$ cat src/rtl/cam_init_pkg.sv
// Shared types and constants for the camera register-initialisation sequencer.
// Entries are {reg_addr[15:0], value[7:0]}; address DELAY_MARKER makes the value a wait in ms.
package cam_init_pkg;

  typedef enum logic [3:0] {
    ST_IDLE,
    ST_PWRUP,
    ST_FETCH,
    ST_DELAY,
    ST_SEND,
    ST_WAIT,
    ST_CHECK,
    ST_GAP,
    ST_DONE,
    ST_ERR
  } state_t;

  localparam logic [15:0] DELAY_MARKER     = 16'hFFFF;
  localparam int          ENTRY_W          = 24;
  localparam int          DEFAULT_NUM_REGS = 64;

  function automatic logic is_delay(input logic [ENTRY_W-1:0] entry);
    return entry[ENTRY_W-1:8] == DELAY_MARKER;
  endfunction

endpackage

$ cat src/rtl/cam_reg_rom.sv
// Camera register table (VGA RGB565 bring-up); one-cycle registered read, no backpressure.
// Unused indices read as a zero-length delay so they never drive a bus write.
module cam_reg_rom
  import cam_init_pkg::*;
(
  input  logic               i_clk,
  input  logic               i_rst_n,
  input  logic [7:0]         i_index,
  output logic [ENTRY_W-1:0] o_entry
);

  logic [ENTRY_W-1:0] w_entry;
  logic [ENTRY_W-1:0] r_entry;

  always_comb begin
    w_entry = {DELAY_MARKER, 8'h00};
    case (i_index)
      8'd0:  w_entry = 24'h310311;
      8'd1:  w_entry = 24'h300882;
      8'd2:  w_entry = 24'h300842;
      8'd3:  w_entry = {DELAY_MARKER, 8'd5};  // sensor needs 5 ms after soft reset
      8'd4:  w_entry = 24'h310303;
      8'd5:  w_entry = 24'h3017ff;
      8'd6:  w_entry = 24'h3018ff;
      8'd7:  w_entry = 24'h30341a;
      8'd8:  w_entry = 24'h303721;
      8'd9:  w_entry = 24'h310801;
      8'd10: w_entry = 24'h363036;
      8'd11: w_entry = 24'h36310e;
      8'd12: w_entry = 24'h3632e2;
      8'd13: w_entry = 24'h363312;
      8'd14: w_entry = 24'h3621e0;
      8'd15: w_entry = 24'h3704a0;
      8'd16: w_entry = 24'h37035a;
      8'd17: w_entry = 24'h371578;
      8'd18: w_entry = 24'h371701;
      8'd19: w_entry = 24'h370b60;
      8'd20: w_entry = 24'h37051a;
      8'd21: w_entry = 24'h390502;
      8'd22: w_entry = 24'h390610;
      8'd23: w_entry = 24'h39010a;
      8'd24: w_entry = 24'h373112;
      8'd25: w_entry = 24'h360008;
      8'd26: w_entry = 24'h360133;
      8'd27: w_entry = 24'h302d60;
      8'd28: w_entry = 24'h362052;
      8'd29: w_entry = 24'h371b20;
      8'd30: w_entry = 24'h471c50;
      8'd31: w_entry = 24'h3a1343;
      8'd32: w_entry = 24'h3a1800;
      8'd33: w_entry = 24'h3a19f8;
      8'd34: w_entry = 24'h363513;
      8'd35: w_entry = 24'h363603;
      8'd36: w_entry = 24'h363440;
      8'd37: w_entry = 24'h362201;
      8'd38: w_entry = 24'h3c0134;
      8'd39: w_entry = 24'h3c0428;
      8'd40: w_entry = 24'h3c0598;
      8'd41: w_entry = 24'h3c0600;
      8'd42: w_entry = 24'h3c0708;
      8'd43: w_entry = 24'h3c0800;
      8'd44: w_entry = 24'h3c091c;
      8'd45: w_entry = 24'h3c0a9c;
      8'd46: w_entry = 24'h3c0b40;
      8'd47: w_entry = 24'h382047;
      8'd48: w_entry = 24'h382101;
      8'd49: w_entry = 24'h381428;
      8'd50: w_entry = 24'h381531;
      8'd51: w_entry = 24'h380000;
      8'd52: w_entry = 24'h380100;
      8'd53: w_entry = 24'h380200;
      8'd54: w_entry = 24'h380304;
      8'd55: w_entry = 24'h38040a;
      8'd56: w_entry = 24'h38053f;
      8'd57: w_entry = 24'h380607;
      8'd58: w_entry = 24'h38079b;
      8'd59: w_entry = 24'h380802;  // output width 640
      8'd60: w_entry = 24'h380980;
      8'd61: w_entry = 24'h380a01;  // output height 480
      8'd62: w_entry = 24'h380be0;
      8'd63: w_entry = 24'h430061;
      default: w_entry = {DELAY_MARKER, 8'h00};
    endcase
  end

  always_ff @(posedge i_clk or negedge i_rst_n) begin
    if (!i_rst_n) begin
      r_entry <= '0;
    end else begin
      r_entry <= w_entry;
    end
  end

  assign o_entry = r_entry;

endmodule

$ cat src/rtl/cam_init_seq.sv
// Walks the camera register table through the i2c byte-writer, retrying NACKed or stalled writes.
// First write POWERUP_CYCLES+3 cycles after start; each write waits on the writer's done; start ignored while busy.
module cam_init_seq
  import cam_init_pkg::*;
#(
  parameter int NUM_REGS       = DEFAULT_NUM_REGS,
  parameter int POWERUP_CYCLES = 500000,
  parameter int MS_CYCLES      = 25000,
  parameter int TIMEOUT_CYCLES = 16384,
  parameter int MAX_RETRY      = 3
) (
  input  logic        meg25,
  input  logic        reset_n,
  input  logic        start,
  input  logic        i2c_done,
  input  logic        i2c_ack,
  output logic [23:0] i2c_dat,
  output logic        i2c_sendit,
  output logic        i2c_reset,
  output logic        busy,
  output logic        init_done,
  output logic        init_err,
  output logic [7:0]  err_index
);

  localparam logic [31:0] PWRUP_LOAD = 32'(POWERUP_CYCLES);
  localparam logic [31:0] TMO_LAST   = 32'(TIMEOUT_CYCLES - 1);
  localparam logic [8:0]  END_INDEX  = 9'(NUM_REGS);
  localparam logic [7:0]  RETRY_MAX  = 8'(MAX_RETRY);
  localparam logic        NO_REGS    = (NUM_REGS == 0);

  state_t             r_state;
  logic [8:0]         r_index;
  logic [7:0]         r_retry;
  logic [31:0]        r_cnt;
  logic               r_nack;
  logic [23:0]        r_dat;
  logic               r_sendit;
  logic               r_i2c_reset;
  logic               r_busy;
  logic               r_init_done;
  logic               r_init_err;
  logic [7:0]         r_err_index;

  logic [1:0]         r_done_sync;
  logic [1:0]         r_ack_sync;
  logic               r_done_q;

  logic               w_done;
  logic               w_done_rise;
  logic               w_ack;
  logic [ENTRY_W-1:0] w_rom_entry;
  logic [31:0]        w_delay_cycles;

  cam_reg_rom u_rom (
    .i_clk   (meg25),
    .i_rst_n (reset_n),
    .i_index (r_index[7:0]),
    .o_entry (w_rom_entry)
  );

  // The writer runs on derived clocks, so its handshake is resynchronised here.
  always_ff @(posedge meg25 or negedge reset_n) begin
    if (!reset_n) begin
      r_done_sync <= '0;
      r_ack_sync  <= '0;
      r_done_q    <= 1'b0;
    end else begin
      r_done_sync <= {r_done_sync[0], i2c_done};
      r_ack_sync  <= {r_ack_sync[0], i2c_ack};
      r_done_q    <= r_done_sync[1];
    end
  end

  assign w_done         = r_done_sync[1];
  assign w_done_rise    = w_done & ~r_done_q;
  assign w_ack          = r_ack_sync[1];
  assign w_delay_cycles = 32'(w_rom_entry[7:0]) * 32'(MS_CYCLES);

  always_ff @(posedge meg25 or negedge reset_n) begin
    if (!reset_n) begin
      r_state     <= ST_IDLE;
      r_index     <= '0;
      r_retry     <= '0;
      r_cnt       <= '0;
      r_nack      <= 1'b0;
      r_dat       <= '0;
      r_sendit    <= 1'b0;
      r_i2c_reset <= 1'b0;
      r_busy      <= 1'b0;
      r_init_done <= 1'b0;
      r_init_err  <= 1'b0;
      r_err_index <= '0;
    end else begin
      r_i2c_reset <= 1'b0;
      case (r_state)
        ST_IDLE, ST_DONE, ST_ERR: begin
          if (start) begin
            r_init_done <= 1'b0;
            r_init_err  <= 1'b0;
            r_err_index <= '0;
            r_busy      <= 1'b1;
            r_index     <= '0;
            r_retry     <= '0;
            r_cnt       <= PWRUP_LOAD;
            r_state     <= ST_PWRUP;
          end
        end

        ST_PWRUP: begin
          if (r_cnt <= 32'd1) begin
            if (NO_REGS) begin
              r_init_done <= 1'b1;
              r_busy      <= 1'b0;
              r_state     <= ST_DONE;
            end else begin
              r_state <= ST_FETCH;
            end
          end else begin
            r_cnt <= r_cnt - 32'd1;
          end
        end

        // The ROM output now reflects r_index, which has been stable for at least one cycle.
        ST_FETCH: begin
          if (is_delay(w_rom_entry)) begin
            r_cnt   <= w_delay_cycles;
            r_state <= ST_DELAY;
          end else begin
            r_state <= ST_SEND;
          end
        end

        ST_DELAY: begin
          if (r_cnt == 32'd0) begin
            r_index <= r_index + 9'd1;
            r_state <= ST_GAP;
          end else begin
            r_cnt <= r_cnt - 32'd1;
          end
        end

        ST_SEND: begin
          r_dat    <= w_rom_entry;
          r_sendit <= 1'b1;
          r_cnt    <= '0;
          r_state  <= ST_WAIT;
        end

        ST_WAIT: begin
          if (w_done_rise) begin
            r_nack   <= w_ack;
            r_sendit <= 1'b0;
            r_state  <= ST_CHECK;
          end else if (r_cnt >= TMO_LAST) begin
            r_nack   <= 1'b1;
            r_sendit <= 1'b0;
            r_state  <= ST_CHECK;
          end else begin
            r_cnt <= r_cnt + 32'd1;
          end
        end

        ST_CHECK: begin
          if (!r_nack) begin
            r_retry <= '0;
            r_index <= r_index + 9'd1;
            r_state <= ST_GAP;
          end else if (r_retry < RETRY_MAX) begin
            r_i2c_reset <= 1'b1;
            r_retry     <= r_retry + 8'd1;
            r_state     <= ST_GAP;
          end else begin
            r_err_index <= r_index[7:0];
            r_init_err  <= 1'b1;
            r_busy      <= 1'b0;
            r_state     <= ST_ERR;
          end
        end

        ST_GAP: begin
          if (!w_done) begin
            if (r_index == END_INDEX) begin
              r_init_done <= 1'b1;
              r_busy      <= 1'b0;
              r_state     <= ST_DONE;
            end else begin
              r_state <= ST_FETCH;
            end
          end
        end

        default: r_state <= ST_IDLE;
      endcase
    end
  end

  assign i2c_dat    = r_dat;
  assign i2c_sendit = r_sendit;
  assign i2c_reset  = r_i2c_reset;
  assign busy       = r_busy;
  assign init_done  = r_init_done;
  assign init_err   = r_init_err;
  assign err_index  = r_err_index;

endmodule

$ cat config.mk
export PLATFORM = sky130hd
export DESIGN_NAME = cam_init_seq
export DESIGN_NICKNAME = d
export VERILOG_FILES = /design/src/rtl/cam_init_pkg.sv /design/src/rtl/cam_reg_rom.sv /design/src/rtl/cam_init_seq.sv
export SDC_FILE = /design/constraint.sdc
export NUM_CORES = 1
export LEC_CHECK = 0
export ABC_AREA = 0
export ABC_CLOCK_PERIOD_IN_PS = 9000
export CAP_MARGIN = 20
export CELL_PAD_IN_SITES_DETAIL_PLACEMENT = 0
export CELL_PAD_IN_SITES_GLOBAL_PLACEMENT = 1
export CORE_MARGIN = 4
export CORE_UTILIZATION = 45
export CTS_BUF_LIST = sky130_fd_sc_hd__clkbuf_16
export DETAILED_ROUTE_END_ITERATION = 7
export PLACE_DENSITY = 0.9
export SYNTH_ARGS = -nofsm -noshare
export SYNTH_HDL_FRONTEND = slang
export SYNTH_SLANG_ARGS = --single-unit
$ cat constraint.sdc
create_clock -name meg25 -period 9 [get_ports meg25]
set_clock_uncertainty 0.15 [all_clocks]
set_input_delay 0.9 -clock meg25 [delete_from_list [all_inputs] [get_ports meg25]]
set_output_delay 0.9 -clock meg25 [all_outputs]
set_load 0.05 [all_outputs]
==> impl_metrics.json <==
{
  "period_needed_ns": 4.40,
  "drv_cap": 0,
  "syn_to_final_growth_pct": 12.3,
  "synth_area_leaders": "dfrtp_1 (32%), ha_1 (10%), a21oi_1 (5.0%), o21ai_0 (4.1%), nor2_1 (4.0%)",
  "relSlewSlack_pct": 37.5,
  "setup_violations": 0,
  "num_vias": 8326,
  "fin_util_pct": 51.6,
  "synth.distinct_cells": 77,
  "postCtsSetupRepairBufs": 0,
  "synth.net_count": 1156,
  "clock_sinks": 114,
  "wl_mm": 25.4,
  "ys_seq_area_share_pct": 31.7,
  "p_seq_share_pct": 38.5,
  "cts_resized": 0,
  "p_sw_share_pct": 25.1,
  "intPower_w": 0.00103,
  "arrival_ns": 4.54,
  "comb_power_share_pct": 9.4,
  "root_buffer": "clkbuf_16",
  "yosys.area_share.simple_pct": 20.5,
  "grt_pass1_vias": 8140,
  "ant_nets": 0,
  "rsz0062_at_grt": "no",
  "status": "completed",
  "p_clk_share_pct": 52.1,
  "synth-edff-count": 0,
  "end_kind": "register",
  "grt_first_pass_wirelength_mm": 42.0,
  "cts_tree": "done",
  "synth_seq_cells": 114,
  "async_flop_share_pct": 100,
  "hold_viol_final": 0,
  "slew_viol_final": 0,
  "synth.avg_cell_area_um2": 8.45,
  "synthDominantCellAreaShare_pct": 31.7,
  "worst-setup-path-type": "reg2reg",
  "die_h_um": 149,
  "die_x_um": 149,
  "hpwl_mm": 17.6,
  "clkSlewWorstSetupHoldPaths_ns": 0.06,
  "design_area_um2": 10100,
  "drc": 0,
  "finalPower_w": 0.00137,
  "overflow": 0,
  "leakagePower_nw": 4.51,
  "yosys_warnings": 0,
  "synthAdderAreaFrac_pct": 13.0,
  "detail_route.vias_per_cell": 6.19,
  "powerDensity_nw_per_um2": 136,
  "synth_mux_area_share_pct": 3.34,
  "wl_per_cell_um": 18.9,
  "gp_congestion": 0.917,
  "clk_latency_ns": 0.42,
  "tightest_slew_ns": 0.931,
  "row_count": 51,
  "switchingPower_w": 0.000344,
  "antenna_found_initial": 0,
  "cts_buffer_depth": 2,
  "critPathLaunchType": "register",
  "grt_util_all_layers_pct": 23.3,
  "ys.flop_type": "dfrtp_1",
  "ir_drop_mv": 0.121,
  "diodes": 0,
  "cts_max_level": 4,
  "hold_class": "reg2reg",
  "dp.cells": 1313,
  "io_pins": 42,
  "post_dp_cell_area_um2": 9490,
  "final_cells": 1345,
  "fmax_mhz": 227,
  "numCtsBuffers": 17,
  "layout_worst_path_cycle_share_pct": 48.9,
  "finalSetupTns_ns": 0,
  "worstPathMaxFanout": 5,
  "core_area_um2": 19600,
  "syn_area_um2": 9000,
  "synth_xor_area_share_pct": 2.04,
  "synth-compound-area-share_pct": 23.0,
  "grt_max_degree": 70,
  "syn_inst": 1065,
  "critPathRequiredTime_ns": 9.14,
  "drtIter0Drc": 1020,
  "drtPass1Iterations": 5,
  "drive_gt1_share_pct": 8.43,
  "cts_hold_buf": 0,
  "synth_area_leader_cell": "dfrtp_1",
  "io_buffers": 41,
  "nets": 1158,
  "initial_core_util_pct": 45.9,
  "synth_top_family_by_area": "compound AO/OA/AOI/OAI gates",
  "die_area_um2": 22300
}
cell type report:
| type | instances | area, µm² |
|---|---|---|
| clock buffers | 17 | 425 |
| clock inverters | 15 | 193 |
| fillers | 1861 | 9490 |
| inverters | 48 | 180 |
| multi-input cells | 827 | 5580 |
| flip-flops and latches | 114 | 2850 |
| well taps | 265 | 332 |
| repair buffers | 59 | 543 |
through the flow:
| step | hold slack (ns) | worst slack (ns) |
|---|---|---|
| 2_1_floorplan | 0.181 | 5.03 |
| 3_3_place_gp | 0.185 | 4.75 |
| 3_5_place_dp | 0.188 | 4.65 |
| 4_1_cts | 0.201 | 4.63 |
| 5_1_grt | 0.203 | 4.34 |
| 6_report | 0.200 | 4.60 |
path summary, 6_finish.rpt:
kind / cells after the start / from / slack (ns) / to
max: 14 / u_rom.o_entry[2] / 4.60 / r_cnt[22]
min: 0 / r_done_sync[0] / 0.20 / r_done_sync[1]
max reg2reg: 14 / u_rom.o_entry[2] / 4.60 / r_cnt[22]
min reg2reg: 0 / r_done_sync[0] / 0.20 / r_done_sync[1]
max in group asynchronous: 2 / reset_n / 7.03 / r_index[3]
min in group asynchronous: 1 / reset_n / 0.37 / r_cnt[28]
cell usage in the layout (no fill, tap or decap), drive strengths merged, types with 6 or more instances in the layout:
master         Yosys  final
and3              17     17
and4               7      7
o21ai             74     74
nor4              13     13
a211oi            16     16
o31ai             12     12
or4                9      9
nor2              96     96
clkdlybuf4s50      0     40
o32ai              7      7
fa                12     12
xor2               6      6
o211ai             8      8
mux2              22     22
inv               47     52
nor3              35     35
a22o               7      7
nand3             45     45
and2               6      6
clkbuf            54     17
o221ai             6      6
buf               22     19
xnor2             15     15
nand2             94     94
a221oi             6      6
nor2b              7      7
nand4             11     11
dfrtp            114    114
a21oi             90     90
o22ai             17     17
a31oi             22     22
or3                7      7
ha                74     74
nand2b            11     11
logic make-up (layout without fill, tap and decap cells):
family | after synthesis | after routing
compound gates | 322 | 322
xor+xnor | 21 | 21
fa+ha+maj | 86 | 86
buf+inv | 124 | 139
flops | 114 | 114
mux | 26 | 26
simple gates | 372 | 372
routing by layer:
| metal | routed length (µm) | global-route usage, % |
|---|---|---|
| met5 | 0 | 0 |
| met4 | 557 | 7.14 |
| met3 | 1660 | 4.85 |
| met2 | 12000 | 37.4 |
| met1 | 11200 | 31.8 |
cells in the mapped netlist (4+ instances only):
master,instances
a211o_1,5
a211oi_1,16
a21oi_1,90
a221oi_1,6
a22o_1,7
a22oi_1,4
a31oi_1,22
a32oi_1,4
and2_1,6
and3_1,17
and4_1,6
buf_4,6
buf_6,9
clkbuf_1,53
dfrtp_1,114
fa_1,12
ha_1,74
inv_1,47
mux2_2,22
nand2_1,94
nand2b_1,10
nand3_1,45
nand4_1,11
nor2_1,96
nor2b_1,7
nor3_1,34
nor4_1,13
o211ai_1,8
o21ai_0,74
o221ai_1,6
o22ai_1,17
o31ai_1,11
o32ai_1,7
or2_2,4
or3_1,7
or4_1,6
xnor2_1,15
xor2_1,6
sequential cells by signal, indices dropped and copies added (netlist names), 2 cells and up:
signal	cells
u_rom.o_entry	21
r_done_sync	2
err_index	8
r_ack_sync	2
i2c_dat	21
r_state	4
r_retry	8
r_cnt	32
r_index	9
critical path, cell delays in order, from the launching register on:
cell      delay, ns
dfrtp_1        0.45
ha_1           0.35
ha_1           0.28
inv_1          0.05
fa_1           0.50
inv_1          0.06
fa_1           0.47
ha_1           0.25
a211oi_1       0.36
o21ai_0        0.24
a311oi_1       0.33
o21ai_0        0.20
o41ai_1        0.34
xnor2_1        0.16
o22ai_1        0.09
power by group through the flow:
| stage | registers, W | logic, W | clock network, W |
|---|---|---|---|
| global placement | 0.000536 | 0.000126 | 0 |
| finish | 0.000528 | 0.000128 | 0.000714 |
| detailed placement | 0.000537 | 0.000127 | 0 |
| CTS | 0.000528 | 0.000128 | 0.000726 |
| floorplan | 0.000534 | 0.0000857 | 0 |
| global route | 0.000529 | 0.000145 | 0.000753 |
No activity file was read; power rests on OpenSTA's default activity.
